<file path="config.mk">
export PLATFORM = sky130hd
export DESIGN_NAME = imm_encoder
export DESIGN_NICKNAME = d
export VERILOG_FILES = /design/src/rtl/imm_encoder.sv
export SDC_FILE = /design/constraint.sdc
export NUM_CORES = 1
export LEC_CHECK = 0
export BUFFER_PORTS_ARGS = -buffer_cell sky130_fd_sc_hd__buf_2
export CELL_PAD_IN_SITES_DETAIL_PLACEMENT = 1
export CELL_PAD_IN_SITES_GLOBAL_PLACEMENT = 2
export CORE_MARGIN = 3
export CORE_UTILIZATION = 31
export DETAILED_ROUTE_END_ITERATION = 16
export GPL_TIMING_DRIVEN = 0
export HOLD_SLACK_MARGIN = 0.03
export PLACE_DENSITY = 0.9
export SLEW_MARGIN = 10
export SYNTH_ARGS = -nofsm -noshare
export SYNTH_HDL_FRONTEND = slang
export SYNTH_SLANG_ARGS = --single-unit
</file>
<file path="constraint.sdc">
create_clock -name clk -period 4.33 [get_ports clk]
set_input_delay 0.866 -clock clk [delete_from_list [all_inputs] [get_ports clk]]
set_output_delay 0.866 -clock clk [all_outputs]
set_load 0.01 [all_outputs]
</file>
<file path="src/rtl/imm_encoder.sv">
// imm_encoder: two-stage RISC-V immediate encoder for the program loader path.
// Stage 1 registers the request and evaluates the immediate range check.
// Stage 2 packs the immediate into the instruction template and tracks the
// instruction-memory write address.
// Build option: define IMM_CHECK_EN to build the range/alignment checks;
// without it ImmErr and ErrSticky are tied to 0.
module imm_encoder #(
  parameter int                    WIDTH      = 32,
  parameter int                    ADDR_WIDTH = 32,
  parameter logic [ADDR_WIDTH-1:0] BASE_ADDR  = '0
) (
  input  logic                  clk,
  input  logic                  rst,
  input  logic                  InValid,
  output logic                  InReady,
  input  logic [1:0]            ImmSrc,
  input  logic [WIDTH-1:0]      ImmIn,
  input  logic [WIDTH-1:0]      BaseInstr,
  output logic                  OutValid,
  input  logic                  OutReady,
  output logic [WIDTH-1:0]      InstrOut,
  output logic [ADDR_WIDTH-1:0] WrAddr,
  output logic                  ImmErr,
  output logic                  ErrSticky
);

  localparam logic [1:0] FMT_I = 2'b00;
  localparam logic [1:0] FMT_S = 2'b01;
  localparam logic [1:0] FMT_B = 2'b10;

  logic                  v1, v2;
  logic [1:0]            src1;
  logic [WIDTH-1:0]      imm1;
  logic [WIDTH-1:0]      base1;
  logic [WIDTH-1:0]      instr_q;
  logic [ADDR_WIDTH-1:0] addr_q;
  logic                  adv1, adv2;

  // Scatter the immediate into the selected format's fields; every other
  // template bit passes through untouched.
  function automatic logic [31:0] pack(input logic [1:0]  s,
                                       input logic [31:0] imm,
                                       input logic [31:0] base);
    logic [31:0] w;
    w = base;
    case (s)
      FMT_I: w[31:20] = imm[11:0];
      FMT_S: begin
        w[31:25] = imm[11:5];
        w[11:7]  = imm[4:0];
      end
      FMT_B: begin
        w[31]    = imm[12];
        w[7]     = imm[11];
        w[30:25] = imm[10:5];
        w[11:8]  = imm[4:1];
      end
      default: begin
        w[31]    = imm[20];
        w[30:21] = imm[10:1];
        w[20]    = imm[11];
        w[19:12] = imm[19:12];
      end
    endcase
    return w;
  endfunction

  // A stage may load when it is empty or its content leaves this edge.
  always_comb begin
    adv2 = !v2 || OutReady;
    adv1 = !v1 || adv2;
  end

  assign InReady  = adv1;
  assign OutValid = v2;
  assign InstrOut = instr_q;
  assign WrAddr   = addr_q;

  // Stage 1: capture the offered request.
  always_ff @(posedge clk) begin
    if (rst) begin
      v1    <= 1'b0;
      src1  <= FMT_I;
      imm1  <= '0;
      base1 <= '0;
    end else if (adv1) begin
      v1    <= InValid;
      src1  <= ImmSrc;
      imm1  <= ImmIn;
      base1 <= BaseInstr;
    end
  end

  // Stage 2: pack the word; the write address steps on each delivered word.
  always_ff @(posedge clk) begin
    if (rst) begin
      v2      <= 1'b0;
      instr_q <= '0;
      addr_q  <= BASE_ADDR;
    end else begin
      if (adv2) begin
        v2 <= v1;
        if (v1) instr_q <= pack(src1, imm1, base1);
      end
      if (v2 && OutReady) addr_q <= addr_q + ADDR_WIDTH'(4);
    end
  end

`ifdef IMM_CHECK_EN
  logic err1, err_q, sticky;

  // Out of range means the bits above the field's sign bit are not all
  // copies of it; B and J targets must also be even.
  function automatic logic range_err(input logic [1:0]  s,
                                     input logic [31:0] imm);
    logic bad;
    case (s)
      FMT_I, FMT_S: bad = !((&imm[31:11]) || !(|imm[31:11]));
      FMT_B:        bad = !((&imm[31:12]) || !(|imm[31:12])) || imm[0];
      default:      bad = !((&imm[31:20]) || !(|imm[31:20])) || imm[0];
    endcase
    return bad;
  endfunction

  assign err1 = range_err(src1, imm1);

  // Error flag travels with its word; sticky flag records delivered errors.
  always_ff @(posedge clk) begin
    if (rst) begin
      err_q  <= 1'b0;
      sticky <= 1'b0;
    end else begin
      if (adv2 && v1) err_q <= err1;
      if (v2 && OutReady && err_q) sticky <= 1'b1;
    end
  end

  assign ImmErr    = err_q;
  assign ErrSticky = sticky;
`else
  logic unused_imm_hi;
  assign unused_imm_hi = ^imm1[31:21];
  assign ImmErr        = 1'b0;
  assign ErrSticky     = 1'b0;
`endif

endmodule

</file>
==> reports/metrics.cfg, run 1 <==
[global_routing]
antenna_found_initial=1
overflow=0
grt_pass1_wl_mm=22.76
grt_pass1_vias=4491
track_usage_pct=17.49
grt_max_degree=18

[clock_network]
cts_resized=0
cts_root_buffer=clkbuf_16
clock_sinks=112
cts_made_buffers=9
insertion_delay_ps=340
cts_hold_buf=0
htreeDepth=3
clkTransAtPathRegs_ps=70
cts_tree=built
clockBufferDepth=2
postCtsSetupBuffers=0

[floorplan]
initial_core_util_pct=32.08
die_h_um=126.8
die_x_um=126.8
dieArea_um2=16070
ios=138
core_area_um2=14100
num_rows=43

[min_path]
min-delay-path-class=reg -> reg
hold_start=base1[15]
min_to=base1[15]
hold_depth=2

[route]
drt-pass1-iter-count=4
routed_wl_mm=14.35
viasPerCell=5.015
drcViolationCount=0
wl_per_cell_um=16.53
drt_iter0_markers=258
num_vias=4353
ant_nets=0

[timing]
finalClockSkew_ps=6.443
slew_viol_final=0
min_period_ps=3123
timing.fmax_mhz=320.2
slew_headroom_pct=51.59
rsz0062_at_grt=no
setup_viol=0
max_slew.worst_pin.slew_ps=726.2
fin_crit_sh_pct=72.12
setup_tns_ps=0
hold_violations=0

[finish]
post-route-util_pct=39.98
drive_above_1_share_pct=21.40
fin_nets=757
fillers=1759
area_delta_synth_final_pct=24.63

[pwr]
powerDensity_nw_per_um2=375.4
p_leak_nw=2.341
peakVddDrop_v=0.0002057

[setup_path]
arrival_ps=2260
crit_type=in -> out
r2r_cells=7
startpoint_type=primary input
cpMaxStageDelayCell=clkbuf_1
cp_max_fo=10
worstPathRequired_ps=3460
reg2reg_from=OutValid
worstSetupEndpointType=primary output
rrSetupSlack_ps=1970
path_cells=buf_2 -> nor2b_1 -> and2_1 -> clkbuf_1 -> inv_1 -> clkbuf_1 -> buf_2
critPathMaxStageDelay_ps=260
regToRegEndpoint=base1[11]

[place]
io_buffers=115
gp_congestion=0.8550
hpwl_mm=10.82

[synthesis]
async_reset_ff_share_pct=0
synth_xor_area_share_pct=1.743
synth-simple-area-share_pct=24.21
yosys_warnings=0
netlist_area_um2=4522
ys.flop_type=dfxtp_1
yosysSeqAreaShare_pct=49.58
synthMuxAreaShare_pct=2.241
synthAdderAreaFrac_pct=1.384
synth_top_family_by_area=simple AND/OR/NAND/NOR gates
syn-mean-instance-area_um2=8.177
synth_cells=553
ys_ff_latch=112
synth.distinct_cells=40
synth-compound-area-share_pct=15.77
synth_edf_count=0

[flow_run]
max_cap_violations=0

[run_status]
status=finished, final reports clean

==> stage by stage <==
stage / instances / hold slack, ps / power (mW) / setup WS, ps / instance area [um2]
5_1_grt: 868 / 471.2 / 2.207 / 1048 / 5635
6_report: 868 / 455.3 / 2.116 / 1207 / 5635
3_5_place_dp: 851 / 446.6 / 1.299 / 1203 / 5334
3_3_place_gp: 851 / 438.2 / 1.291 / 1268 / 5334
2_1_floorplan: 556 / 427.3 / 1.214 / 1862 / 4533
4_1_cts: 867 / 457.4 / 2.143 / 1199 / 5633
==> layer usage <==
layer  vias to the layer above  GRT usage [%]  share of wire (%)
met5                         -              0                  0
met4                         0          6.246                1.7
met3                        16          2.737                4.7
met2                        92          28.99                 48
met1                      2105          23.13                 46
li1                       2140              -                  -
==> report_power, final <==
group / leakage (nW) / internal, mW / switching (mW)
logic: 1.28 / 0.0695 / 0.105
clock network: 0.146 / 0.464 / 0.378
registers: 0.920 / 1.07 / 0.0272
total: 2.34 / 1.61 / 0.510
==> how the worst max path moves through the flow <==
| stage | startpoint | endpoint | slack, ps | cells after the start |
|---|---|---|---|---|
| after floorplan | OutReady | InReady | 1860 | 5 |
| after global placement | OutReady | InReady | 1270 | 7 |
| after detailed placement | OutReady | InReady | 1200 | 7 |
| after CTS | OutReady | InReady | 1200 | 7 |
| after global routing | OutReady | InReady | 1050 | 7 |
| final | OutReady | InReady | 1210 | 7 |
==> cells in the final DEF, fill, tap and decap left out, types with 2 or more instances in the layout <==
cell type  netlist  layout
nor2b_1          8       8
and3_1           3       3
clkbuf_1        31      32
mux2i_1          9       9
xor2_1           7       7
clkinv_2         0       2
buf_2            1     116
nand3_1         13      13
xnor2_1          2       2
and4_1           2       2
or2_2            4       4
a22oi_1          2       2
nand2_1        138     138
a311oi_1         4       4
and2_1           3       3
inv_1            8       8
ha_1             5       5
buf_4            6       6
clkbuf_16        0       9
buf_1            2       2
nor3_1           9       9
a211oi_1         8       8
a21oi_1         84      84
or3_1            7       7
a221oi_1         4       4
nand4_1          5       5
o31ai_1         12      12
conb_1           1       4
dfxtp_1        112     112
or4_1           12      12
o21ai_0         10      10
nor2_1          31      31
==> logic make-up (layout without fill, tap and decap cells) <==
family | Yosys count | after routing
AOI/OAI and AO/OA | 125 | 125
xor gates and xnor gates | 9 | 9
adders and majority gates | 5 | 5
buffers and inverters | 50 | 181
DFF | 112 | 112
muxes | 10 | 10
other | 1 | 5
and+or+nand+nor | 241 | 241
==> Yosys cell counts, types with 4 or more instances <==
cell type  count  area [um2]
a221oi_1       4       35.03
nor2_1        31       116.4
or4_1         12       90.09
nor2b_1        8       50.05
buf_4          6       45.04
nor3_1         9       45.04
nand3_1       13       65.06
or3_1          7       43.79
a211oi_1       8       60.06
inv_1          8       30.03
nand2_1      138       518.0
a21oi_1       84       420.4
ha_1           5       62.56
or2_2          4       25.02
mux2i_1        9       90.09
o31ai_1       12       90.09
xor2_1         7       61.31
clkbuf_1      31       116.4
nand4_1        5       31.28
o21ai_0       10       50.05
a311oi_1       4       35.03
dfxtp_1      112        2242
==> worst max-delay path, delay by kind of cell <==
kind | cells | cell delay, ps
buf+inv | 5 | 980
simple gates | 2 | 400
==> layout make-up <==
cell class	instances	area, um2	area share [%]
well taps	180	225.2	3.996
clock buffers	11	242.7	4.307
inverters	8	30.03	0.5329
repair buffers	115	575.6	10.21
multi-input cells	394	2066	36.66
flip-flops and latches	112	2242	39.79
plain buffers	42	195.2	3.464
clock inverters	5	56.30	0.9991
diodes	1	2.502	0.04441
==> flip-flops by register name, indices dropped and copies added, names as in the netlist <==
name,flops
InstrOut,32
WrAddr,30
base1,25
imm1,21
src1,2
OutValid,1
v1,1
(Power assumes the default switching activity.)
==> run 2: changes to the inputs <==
--- a/config.mk
+++ b/config.mk
@@ -5,15 +5,16 @@
 export SDC_FILE = /design/constraint.sdc
 export NUM_CORES = 1
 export LEC_CHECK = 0
+export ABC_AREA = 1
 export BUFFER_PORTS_ARGS = -buffer_cell sky130_fd_sc_hd__buf_2
 export CELL_PAD_IN_SITES_DETAIL_PLACEMENT = 1
 export CELL_PAD_IN_SITES_GLOBAL_PLACEMENT = 2
 export CORE_MARGIN = 3
-export CORE_UTILIZATION = 31
+export CORE_UTILIZATION = 25
 export DETAILED_ROUTE_END_ITERATION = 16
 export GPL_TIMING_DRIVEN = 0
 export HOLD_SLACK_MARGIN = 0.03
-export PLACE_DENSITY = 0.9
+export PLACE_DENSITY = 0.81
 export SLEW_MARGIN = 10
 export SYNTH_ARGS = -nofsm -noshare
 export SYNTH_HDL_FRONTEND = slang
==> constraint.sdc (replaced) <==
create_clock -name clk -period 2.61 [get_ports clk]
set_input_delay 0.522 -clock clk [delete_from_list [all_inputs] [get_ports clk]]
set_output_delay 0.522 -clock clk [all_outputs]
set_load 0.01 [all_outputs]
==> reports/metrics.cfg, run 2 <==
[setup_path]
arrival_ps=1660
crit_buf_inv=2
cpMaxStageDelayCell=clkbuf_1
startpoint_type=flop
crit_type=reg -> out
cp_max_fo=10
critPathMaxStageDelay_ps=480
path_delay_family=buffers and inverters
worstPathRequired_ps=2090
worstSetupEndpointType=primary output
path_cells=nand3_2 -> clkbuf_1 -> buf_2

[global_routing]
grt_pass1_wl_mm=24.32
grt_pass1_vias=4616
grt_max_degree=21
antenna_found_initial=0
overflow=0
track_usage_pct=15.01

[clock_network]
insertion_delay_ps=360
cts_hold_buf=0
cts_tree=built
htreeDepth=3
cts_resized=0
clockBufferDepth=2
cts_root_buffer=clkbuf_16
cts_made_buffers=9
postCtsSetupBuffers=0
clkTransAtPathRegs_ps=90
clock_sinks=112

[finish]
regArea_um2=2242
final_common_cell=buf_2
final_cell_mix=buf_2 (123), dfxtp_1 (112), o21ai_0 (99), inv_1 (91), nand2_1 (88)
post-route-util_pct=32.33
final_area_um2=5927
multi_input_area_um2=2027
fin_nets=864
largest_reg_flops=32
stdcell_count=1023
diodes=0
drive_above_1_share_pct=20.53
area_delta_synth_final_pct=24.30
fillers=2325

[timing]
timing.fmax_mhz=457.7
whs_ps=385.1
finalClockSkew_ps=14.02
setup_tns_ps=0
slew_headroom_pct=61.78
hold_violations=0
slew_viol_final=0
fin_crit_sh_pct=83.71
max_slew.worst_pin.slew_ps=573.3
rsz0062_at_grt=no
setup_viol=0
min_period_ps=2185
layout_setup_ws_ps=425.1

[route]
routed_wl_mm=15.55
ant_nets=0
drt_iter0_markers=170
viasPerCell=4.531
drt-pass1-iter-count=4
num_vias=4635
wl_per_cell_um=15.20
drcViolationCount=0

[synthesis]
synthAdderAreaFrac_pct=1.312
synth-simple-area-share_pct=19.94
yosysSeqAreaShare_pct=47.02
yosys_warnings=0
ys.flop_type=dfxtp_1
async_reset_ff_share_pct=0
synth_xor_area_share_pct=0
synth.distinct_cells=26
syn-mean-instance-area_um2=7.225
synth_most_common_cell=dfxtp_1
synth_edf_count=0
synthMuxAreaShare_pct=0
ys_top_cells_by_count=dfxtp_1 (112), o21ai_0 (99), inv_1 (91)
synth_area_leaders=dfxtp_1 (47%), o21ai_0 (10%), a21oi_1 (8.8%)
synth_cells=660
ys_ff_latch=112
yosys.area.top_type=dfxtp_1
netlist_area_um2=4768
synth-compound-area-share_pct=20.94
synth_top_family_by_area=compound AO/OA/AOI/OAI gates
synthDominantCellAreaShare_pct=47.02

[floorplan]
initial_core_util_pct=26.01
dieArea_um2=20770
ios=138
die_h_um=144.1
num_rows=49
core_area_um2=18330
die_x_um=144.1

[pwr]
p_leak_nw=2.685
peakVddDrop_v=0.0003444
powerDensity_nw_per_um2=596.0
total_power_mw=3.532

[place]
hpwl_mm=11.82
dpl_worst_slack_ps=478.5
dpl_cell_area_um2=5642
io_buffers=115
gp_congestion=0.7614
dp.cells=1007

[flow_run]
max_cap_violations=0

[min_path]
min-delay-path-class=in -> reg

[run_status]
status=finished, final reports clean

run 2: cell types whose count changed after synthesis, sizes merged, moves of 8 or more:
| cell | change |
|---|---|
| mux2i | -9 |
| or4 | -14 |
| o31ai | -12 |
| a31oi | +12 |
| nor2b | -8 |
| inv | +86 |
| nand2 | -47 |
| nand3 | +14 |
| nor2 | +58 |
| o21ai | +89 |
| clkbuf | -11 |
run 2: worst register-to-register path: stages, from the launching register on:
cell      delay, ps
dfxtp_1         350
ha_1            290
inv_1           170
clkbuf_1        450
nand2_1         170
a31oi_1         210
run 2: final timing paths:
kind / from / end / slack, ps / depth (start not counted)
setup reg to reg: src1[0] / InstrOut[14] / 880 / 5
hold / removal: ImmIn[1] / imm1[1] / 390 / 3
hold reg to reg: base1[12] / InstrOut[12] / 480 / 2
setup / recovery: OutValid / InReady / 430 / 3
run 2: kinds of logic (layout without fill, tap and decap cells):
logic type                 count (synthesis)  after routing
AOI/OAI and AO/OA                        196            196
and+or+nand+nor                          218            218
other                                      1              4
adders and majority gates                  5              5
buffers and inverters                    128            259
DFF                                      112            112
run 2: area by class of cell:
class / instances / area share, %
flip-flops and latches: 112 / 37.83
multi-input cells: 423 / 34.20
repair buffers: 115 / 9.711
inverters: 94 / 5.953
well taps: 229 / 4.834
clock buffers: 9 / 3.800
plain buffers: 34 / 2.660
clock inverters: 7 / 1.013
run 2: per-layer routing:
metal	global-route usage, %	part of all wire, %	vias to the layer above
met3	3.075	3.2	12
met4	4.014	1.2	0
met1	20.03	48	2164
li1	-	-	2377
met2	24.77	47	82
met5	0	0	-
run 2: power by group:
group	leakage, nW	total (mW)	switching (mW)	internal, mW
clock	0.143	1.36	0.696	0.669
combinational	1.62	0.330	0.202	0.128
sequential	0.922	1.84	0.0494	1.79
total	2.69	3.53	0.947	2.59
==> run 3: changes to the inputs <==
--- a/config.mk
+++ b/config.mk
@@ -5,16 +5,16 @@
 export SDC_FILE = /design/constraint.sdc
 export NUM_CORES = 1
 export LEC_CHECK = 0
-export ABC_AREA = 1
+export ABC_AREA = 0
 export BUFFER_PORTS_ARGS = -buffer_cell sky130_fd_sc_hd__buf_2
 export CELL_PAD_IN_SITES_DETAIL_PLACEMENT = 1
 export CELL_PAD_IN_SITES_GLOBAL_PLACEMENT = 2
 export CORE_MARGIN = 3
-export CORE_UTILIZATION = 25
+export CORE_UTILIZATION = 29
 export DETAILED_ROUTE_END_ITERATION = 16
 export GPL_TIMING_DRIVEN = 0
 export HOLD_SLACK_MARGIN = 0.03
-export PLACE_DENSITY = 0.81
+export PLACE_DENSITY = 0.86
 export SLEW_MARGIN = 10
 export SYNTH_ARGS = -nofsm -noshare
 export SYNTH_HDL_FRONTEND = slang
==> constraint.sdc (replaced) <==
create_clock -name clk -period 2.2 [get_ports clk]
set_input_delay 0.44 -clock clk [delete_from_list [all_inputs] [get_ports clk]]
set_output_delay 0.44 -clock clk [all_outputs]
set_load 0.01 [all_outputs]
==> reports/metrics.cfg, run 3 (synthesis gave the netlist of run 1 again) <==
[global_routing]
overflow=0
antenna_found_initial=0
grt_max_degree=20
track_usage_pct=16.47
grt_pass1_vias=4303
grt_pass1_wl_mm=21.95

[finish]
multi_input_area_um2=2079
diodes=0
fin_nets=755
final_cell_mix=nand2_1 (138), buf_2 (116), dfxtp_1 (107), a21oi_1 (84), nor2_1 (31)
final_area_um2=5649
post-route-util_pct=37.16
fillers=1861
regArea_um2=2248
drive_above_1_share_pct=22.77
largest_reg_flops=32
final_common_cell=nand2_1
area_delta_synth_final_pct=24.93

[setup_path]
crit_type=reg -> reg
reg2reg_from=WrAddr[20]
worstSetupEndpointType=flop
startpoint_type=flop
arrival_ps=2340
worstPathRequired_ps=2440
crit_path_end=WrAddr[31]
cp_max_fo=10
r2r_cells=5
regToRegEndpoint=WrAddr[31]
rrSetupSlack_ps=100
critical_path.startpoint=WrAddr[20]

[place]
dpl_worst_slack_ps=-194.6
dpl_cell_area_um2=5344
gp_congestion=0.7921
hpwl_mm=10.82
io_buffers=115

[flow_run]
max_cap_violations=0

[timing]
slew_viol_final=0
min_period_ps=2096
slew_headroom_pct=55.13
setup_viol=0
max_slew.worst_pin.slew_ps=673.1
whs_ps=305.5
fin_crit_sh_pct=95.25
hold_violations=0
timing.fmax_mhz=477.2
rsz0062_at_grt=no
finalClockSkew_ps=6.861
layout_setup_ws_ps=104.4

[floorplan]
ios=138
initial_core_util_pct=29.74
core_area_um2=15200
die_x_um=130.9
dieArea_um2=17130
num_rows=45
die_h_um=130.9

[clock_network]
cts_made_buffers=9
cts_tree=built
insertion_delay_ps=350
clock_sinks=112
clkTransAtPathRegs_ps=70
htreeDepth=3
cts_root_buffer=clkbuf_16
clockBufferDepth=2
cts_hold_buf=0

[pwr]
peakVddDrop_v=0.0003657
total_power_mw=4.116
p_leak_nw=2.346
powerDensity_nw_per_um2=728.6

[route]
ant_nets=0
viasPerCell=4.901
drt-pass1-iter-count=4
routed_wl_mm=14.13
drcViolationCount=0
num_vias=4279
drt_iter0_markers=168
wl_per_cell_um=16.18

[min_path]
min-delay-path-class=in -> reg

[run_status]
status=finished, final reports clean

## run 3: cell types whose count changed in the layout (fill, tap and decap cells not counted), sizes merged, moves of 12 or more
cell	previous run	this run
o21ai	99	10
nor2	89	31
a31oi	12	0
nand2	91	138
inv	98	11
nand3	27	13
o31ai	0	12
or4	0	14
## run 3: area by class of cell
class,instances,share of cell area [%]
plain buffers,40,3.389
clock buffers,11,4.297
clock inverters,5,0.8195
inverters,8,0.5316
multi-input cells,394,36.81
flip-flops and latches,112,39.80
well taps,188,4.164
repair buffers,115,10.19
## run 3: critical path: stages, from the launching register on
cell and delay [ps]:
dfxtp_1 400, nand4_2 170, or4_4 590, buf_6 160
nor4_1 290, mux2_2 370
## run 3: per-layer routing
| layer | global-route usage, % | up-vias | routed length [um] | share of wire, % |
|---|---|---|---|---|
| met1 | 21.10 | 2033 | 6581 | 47 |
| met5 | 0 | - | 0 | 0 |
| met2 | 27.29 | 85 | 6677 | 47 |
| met3 | 2.967 | 22 | 556 | 3.9 |
| li1 | - | 2139 | - | - |
| met4 | 6.897 | 0 | 313 | 2.2 |
## run 3: worst min-delay path by stage
stage / start / to / slack, ps / cells after the start
final: InValid / v1 / 310 / 3
after floorplan: imm1[20] / imm1[20] / 430 / 2
after detailed placement: base1[10] / base1[10] / 440 / 2
after global routing: InValid / v1 / 320 / 3
after global placement: base1[11] / base1[11] / 440 / 2
after CTS: InValid / v1 / 300 / 3
## run 3: what timing repair did
action                                 CTS  global route
buffers inserted                         0             0
setup endpoints to repair               18            18
gates resized for setup                  5             6
endpoints found under the hold margin    0             0
## run 3: stage by stage
step | std cells | TNS [ps]
final | 873 | 0
after global placement | 859 | -961.3
after detailed placement | 859 | -2438
after floorplan | 556 | 0
after global routing | 873 | 0
after CTS | 874 | 0
## run 3: power breakdown
group          internal, mW  switching, mW
clock network         0.822          0.787
logic                 0.138          0.205
registers              2.11         0.0542
